`config.mk`:
```
export PLATFORM = sky130hd
export DESIGN_NAME = rf_read_sched
export DESIGN_NICKNAME = d
export VERILOG_FILES = /design/src/rtl/rf_read_sched.sv
export SDC_FILE = /design/constraint.sdc
export NUM_CORES = 1
export LEC_CHECK = 0
export ABC_AREA = 1
export BUFFER_PORTS_ARGS = -buffer_cell sky130_fd_sc_hd__buf_2
export CAP_MARGIN = 15
export CORE_MARGIN = 2
export CORE_UTILIZATION = 45
export CTS_CLUSTER_DIAMETER = 80
export CTS_CLUSTER_SIZE = 20
export DETAILED_ROUTE_END_ITERATION = 16
export GPL_ROUTABILITY_DRIVEN = 0
export PLACE_DENSITY = 0.78
export SYNTH_ARGS = -nofsm -noshare
export SYNTH_HDL_FRONTEND = slang
export SYNTH_SLANG_ARGS = --single-unit
```
`constraint.sdc`:
```
create_clock -name clk -period 1.3 [get_ports clk]
set_clock_uncertainty 0.2 [all_clocks]
set_input_delay 0.065 -clock clk [delete_from_list [all_inputs] [get_ports clk]]
set_output_delay 0.065 -clock clk [all_outputs]
set_load 0.005 [all_outputs]
```
`src/rtl/rf_read_sched.sv`:
```
// rtl/rf_read_sched.sv - Operand read scheduler sharing one register-file read port between rs1 and rs2.
// Optional feature: define RF_X0_SHORTCUT_EN to resolve x0 operands without a port read.
module rf_read_sched #(
    parameter int RD_LATENCY = 3
) (
    input  logic        clk,
    input  logic        resetn,
    input  logic [4:0]  rs1_addr,
    input  logic [4:0]  rs2_addr,
    input  logic        rs1_addr_valid,
    input  logic        rs2_addr_valid,
    input  logic        insn_complete,
    output logic        rf_ren,
    output logic [4:0]  rf_raddr,
    input  logic [31:0] rf_rdata,
    output logic [31:0] rs1_rdata,
    output logic [31:0] rs2_rdata,
    output logic        rs1_ready,
    output logic        rs2_ready,
    output logic        busy
);

    typedef enum logic [1:0] {
        ST_IDLE   = 2'd0,
        ST_ISSUED = 2'd1,
        ST_READY  = 2'd2
    } src_state_e;

    src_state_e  rs1_st_q, rs1_st_d, rs2_st_q, rs2_st_d;
    logic [31:0] rs1_rdata_q, rs1_rdata_d, rs2_rdata_q, rs2_rdata_d;
    logic        rs1_elig, rs2_elig, rs1_x0, rs2_x0, rs1_gnt, rs2_gnt;
    logic [1:0]  cap;

    always_comb begin
        rs1_elig = resetn && rs1_addr_valid && (rs1_st_q == ST_IDLE) && !insn_complete;
        rs2_elig = resetn && rs2_addr_valid && (rs2_st_q == ST_IDLE) && !insn_complete;
`ifdef RF_X0_SHORTCUT_EN
        rs1_x0 = rs1_elig && (rs1_addr == 5'd0);
        rs2_x0 = rs2_elig && (rs2_addr == 5'd0);
`else
        rs1_x0 = 1'b0;
        rs2_x0 = 1'b0;
`endif
        // An x0 shortcut leaves the port free for the other source.
        rs1_gnt  = rs1_elig && !rs1_x0;
        rs2_gnt  = rs2_elig && !rs2_x0 && !rs1_gnt;
        rf_ren   = rs1_gnt || rs2_gnt;
        rf_raddr = 5'd0;
        if (rs1_gnt) begin
            rf_raddr = rs1_addr;
        end else if (rs2_gnt) begin
            rf_raddr = rs2_addr;
        end
    end

    generate
        if (RD_LATENCY == 0) begin : g_no_pipe
            assign cap  = {rs2_gnt, rs1_gnt};
            assign busy = 1'b0;
        end else begin : g_pipe
            // Stage i holds the {rs2, rs1} tags issued i+1 cycles ago.
            logic [1:0] tag_q [RD_LATENCY];
            logic       busy_acc;

            always_ff @(posedge clk) begin
                if (!resetn || insn_complete) begin
                    for (int i = 0; i < RD_LATENCY; i++) begin
                        tag_q[i] <= 2'b00;
                    end
                end else begin
                    tag_q[0] <= {rs2_gnt, rs1_gnt};
                    for (int i = 1; i < RD_LATENCY; i++) begin
                        tag_q[i] <= tag_q[i-1];
                    end
                end
            end

            always_comb begin
                busy_acc = 1'b0;
                for (int i = 0; i < RD_LATENCY; i++) begin
                    busy_acc = busy_acc | (|tag_q[i]);
                end
            end

            assign busy = busy_acc;
            assign cap  = tag_q[RD_LATENCY-1];
        end
    endgenerate

    always_comb begin
        rs1_st_d    = rs1_st_q;
        rs2_st_d    = rs2_st_q;
        rs1_rdata_d = rs1_rdata_q;
        rs2_rdata_d = rs2_rdata_q;
        if (insn_complete) begin
            rs1_st_d = ST_IDLE;
            rs2_st_d = ST_IDLE;
        end else begin
            if (rs1_gnt) rs1_st_d = ST_ISSUED;
            if (cap[0]) begin
                rs1_st_d    = ST_READY;
                rs1_rdata_d = rf_rdata;
            end
            if (rs1_x0) begin
                rs1_st_d    = ST_READY;
                rs1_rdata_d = 32'd0;
            end
            if (rs2_gnt) rs2_st_d = ST_ISSUED;
            if (cap[1]) begin
                rs2_st_d    = ST_READY;
                rs2_rdata_d = rf_rdata;
            end
            if (rs2_x0) begin
                rs2_st_d    = ST_READY;
                rs2_rdata_d = 32'd0;
            end
        end
    end

    always_ff @(posedge clk) begin
        if (!resetn) begin
            rs1_st_q    <= ST_IDLE;
            rs2_st_q    <= ST_IDLE;
            rs1_rdata_q <= 32'd0;
            rs2_rdata_q <= 32'd0;
        end else begin
            rs1_st_q    <= rs1_st_d;
            rs2_st_q    <= rs2_st_d;
            rs1_rdata_q <= rs1_rdata_d;
            rs2_rdata_q <= rs2_rdata_d;
        end
    end

    assign rs1_rdata = rs1_rdata_q;
    assign rs2_rdata = rs2_rdata_q;
    assign rs1_ready = (rs1_st_q == ST_READY);
    assign rs2_ready = (rs2_st_q == ST_READY);

endmodule

```
==> summary.md <==
| Metric | Value |
|---|---|
| Seq/Total Area, Yosys | `56.0%` |
| RSZ-0062 raised after global routing | `yes` |
| CTS tree | `yes` |
| I/O Buffers | `119` |
| H-tree levels | `3` |
| Setup TNS | `-3.09 ns` |
| Clk root buf | `clkbuf_8` |
| Slack of the critical path | `-0.292 ns` |
| Critical Path Sink Type | `primary output` |
| Post-synthesis compound-gate area fraction | `13.8%` |
| WL/cell | `14.7 um` |
| Synth Area in XOR/XNOR | `0%` |
| Family with the most delay on the worst path | `buffers and inverters` |
| Critical path's most frequent cell | `inv_2` |
| Hold WC Path Type | `input port to flop` |
| Vias in the first global route | `2566` |
| Adder and majority gate portion of the synthesized area | `0%` |
| Area leader, netlist | `dfxtp_1` |
| Core area | `5610 sq um` |
| Worst Path Required | `1.03 ns` |
| Clock Latency Late Sink | `0.33 ns` |
| Post-synth top area share | `56.0%` |
| Residual DRC | `0` |
| CTS Sinks | `74` |
| Mux cell area share after synthesis | `0%` |
| Global Route Usage Sum | `23.7%` |
| Die W | `80.7 um` |
| WHS | `-0.0442 ns` |
| Syn Nets | `390` |
| Initial DRC Count | `152` |
| Synthesized area per cell | `7.71 sq um` |
| Final Critical Period | `1.59 ns` |
| TritonCTS Buffers | `9` |
| Synth-to-Final Area Change | `65.6%` |
| Synth top area cells | `dfxtp_1 (56%), nor2_1 (20%), o21ai_0 (10%)` |
| Post-Synth Simple-Gate Area | `23.4%` |
| Multi-input logic area | `1180 sq um` |
| Violated checks | `hold timing, setup timing` |
| Worst-path fanout max | `7` |
| Synth warn | `0` |
| Fraction of layout cells with a size suffix above 1 | `41.9%` |
| DR pass1 iterations | `4` |
| Endpoints failing setup | `42` |
| Pwr Density | `1010 nW/um^2` |
| CP peak stage delay | `0.33 ns` |
| Max Cap Viol | `0` |
| FF+latch area | `1490 sq um` |
| Final #Nets | `560` |
| Starting Density | `47.2%` |
| Height of the die | `80.7 um` |
| Antenna viol nets, final | `0` |
| Vias | `2903` |
| Post-Route WL | `8660 um` |
| Initial antenna violation count | `0` |
| Final hold violation count | `1` |
| Largest net degree at the start of global routing | `35` |
| Arrival time worst endpoint | `1.33 ns` |
| Worst Tran Pin Value | `0.382 ns` |
| Slew headroom | `74.5%` |
| Worst-path clk slew | `0.07 ns` |
| Diode count | `0` |
| Synthesized area | `2650 sq um` |
| Leakage | `2.16 nW` |
| Fillers | `388` |
| Syn Inst Count | `343` |
| Clk buf depth | `2` |
| Maximum resistive drop on vdd | `774 uV` |
| Gr ovfl total | `0` |
| First-pass GRT wire length | `11800 um` |
| Crit share post-route | `122%` |
| Status | `finished, violations left` |
| Via density | `4.92` |
| Hpwl dp | `4400 um` |
| Distinct cells, synth | `17` |
| Largest family of logic cells by synthesized area | `simple AND/OR/NAND/NOR gates` |
| Max-slew violation count | `0` |
| Buffers & Inverters on Critical Path | `4` |
| CP Class | `flop to primary output` |
| Die ar. | `6510 sq um` |
| Yosys reg bits | `74` |
| Slowest cell on crit path | `dfxtp_2` |
| CTS Hold Bufs | `34` |
| Ports | `120` |
| Core Rows | `27` |
| Fmax | `628 MHz` |
| Crit path cell chain | `inv_2 > nand3_4 > nor2_4 > buf_4 > inv_2 > nand2_1 > buf_2` |
| Crit start category | `flop` |
worst register-to-register path, delay by kind of cell (launching register included):
| family | cells | cell delay [ns] |
|---|---|---|
| buf+inv | 4 | 0.45 |
| flops | 1 | 0.34 |
| simple gates | 2 | 0.30 |
| compound gates | 1 | 0.05 |
layout by cell type, fill, tap and decap left out:
| cell | netlist | routed |
|---|---|---|
| dfxtp_2 | 0 | 4 |
| buf_12 | 0 | 5 |
| inv_8 | 0 | 3 |
| nand3_4 | 0 | 1 |
| buf_2 | 17 | 119 |
| o21ai_1 | 15 | 24 |
| clkbuf_16 | 0 | 5 |
| nand2_1 | 9 | 9 |
| nand3_2 | 1 | 1 |
| bufinv_16 | 0 | 1 |
| nor2_2 | 2 | 12 |
| buf_8 | 0 | 1 |
| clkinv_16 | 0 | 1 |
| nand2_4 | 1 | 1 |
| nor2_4 | 2 | 10 |
| dfxtp_1 | 74 | 70 |
| o21ai_4 | 0 | 3 |
| a21oi_1 | 4 | 4 |
| buf_6 | 0 | 3 |
| buf_4 | 1 | 9 |
| inv_1 | 18 | 15 |
| nor2_1 | 138 | 120 |
| o21ai_2 | 0 | 18 |
| inv_2 | 4 | 5 |
| nand4_1 | 1 | 1 |
| dlygate4sd3_1 | 0 | 34 |
| clkbuf_8 | 0 | 11 |
| clkinv_2 | 0 | 3 |
| o21ai_0 | 54 | 24 |
| clkinvlp_4 | 0 | 1 |
stage by stage:
| step | setup WS, ns | util [%] | power [W] | instances | instance area, sq um |
|---|---|---|---|---|---|
| 3_5_place_dp | -0.0244 | 58.5 | 0.00252 | 521 | 3280 |
| 6_report | -0.292 | 78.1 | 0.00441 | 590 | 4380 |
| 2_1_floorplan | 0.124 | - | 0.00241 | 343 | 2650 |
| 3_3_place_gp | -0.0177 | 58.5 | 0.00252 | 521 | 3280 |
| 5_1_grt | -0.338 | 78.1 | 0.00456 | 590 | 4380 |
| 4_1_cts | -0.230 | 69.3 | 0.00439 | 574 | 3890 |
report_power, final:
group,internal [W],total [W],switching (W)
clock,0.000982,0.00181,0.000825
sequential,0.00228,0.00228,0.00000614
combinational,0.000169,0.000318,0.000149
cells in the mapped netlist:
cell type and number:
nand2_1 9, dfxtp_1 74, buf_4 1, o21ai_0 54, inv_2 4, inv_1 18, clkbuf_1 1, a21oi_1 4
nand3_1 1, buf_2 17, nand3_2 1, nor2_2 2, nor2_4 2, nand4_1 1, nand2_4 1, nor2_1 138
o21ai_1 15
layout make-up:
cell class                 instances  share of cell area (%)
tap                               72                    2.06
clock inverter                     5                    1.20
inverter                          22                    2.66
clock buffer                      11                    3.46
timing repair buffer             176                    29.2
sequential                        74                    33.9
multi-input combinational        228                    27.0
timing repair inverter             2                   0.514
cell families after synthesis:
logic type | after synthesis
compound gates | 73
buf+inv | 41
flops | 74
simple gates | 155
path summary, 6_finish.rpt:
path	from	end	slack, ns	cells after the start
hold / removal	rs1_addr_valid	g_pipe.tag_q[0][0]	-0.04	4
setup reg to reg	g_pipe.tag_q[0][5]	rs2_rdata[26]	-0.10	7
setup / recovery	rs1_st_q[1]	rf_ren	-0.29	7
hold reg to reg	g_pipe.tag_q[0][2]	g_pipe.tag_q[0][4]	0.23	2
layer usage:
layer | routed length (um) | part of all wire [%] | vias to the layer above | track usage, %
met5 | 0 | 0 | - | 0
met4 | 233 | 2.7 | 0 | 12.0
met3 | 519 | 6.0 | 24 | 5.39
met2 | 4460 | 51 | 113 | 39.1
met1 | 3450 | 40 | 1338 | 28.7
li1 | - | - | 1428 | -
state kept, by name, indices dropped and copies added (netlist names):
| name | cells |
|---|---|
| rs2_rdata | 32 |
| rs2_st_q | 2 |
| rs1_st_q | 2 |
| rs1_rdata | 32 |
| g_pipe.tag_q | 6 |
timing repair:
action,4_1_cts,5_1_grt
cloned,0,8
endpoints found under the setup margin,69,56
hold endpoints to repair,73,1
pin swaps,4,35
gates resized for setup,14,97
setup buffers,3,8
Power figures use the tool's default switching activity.
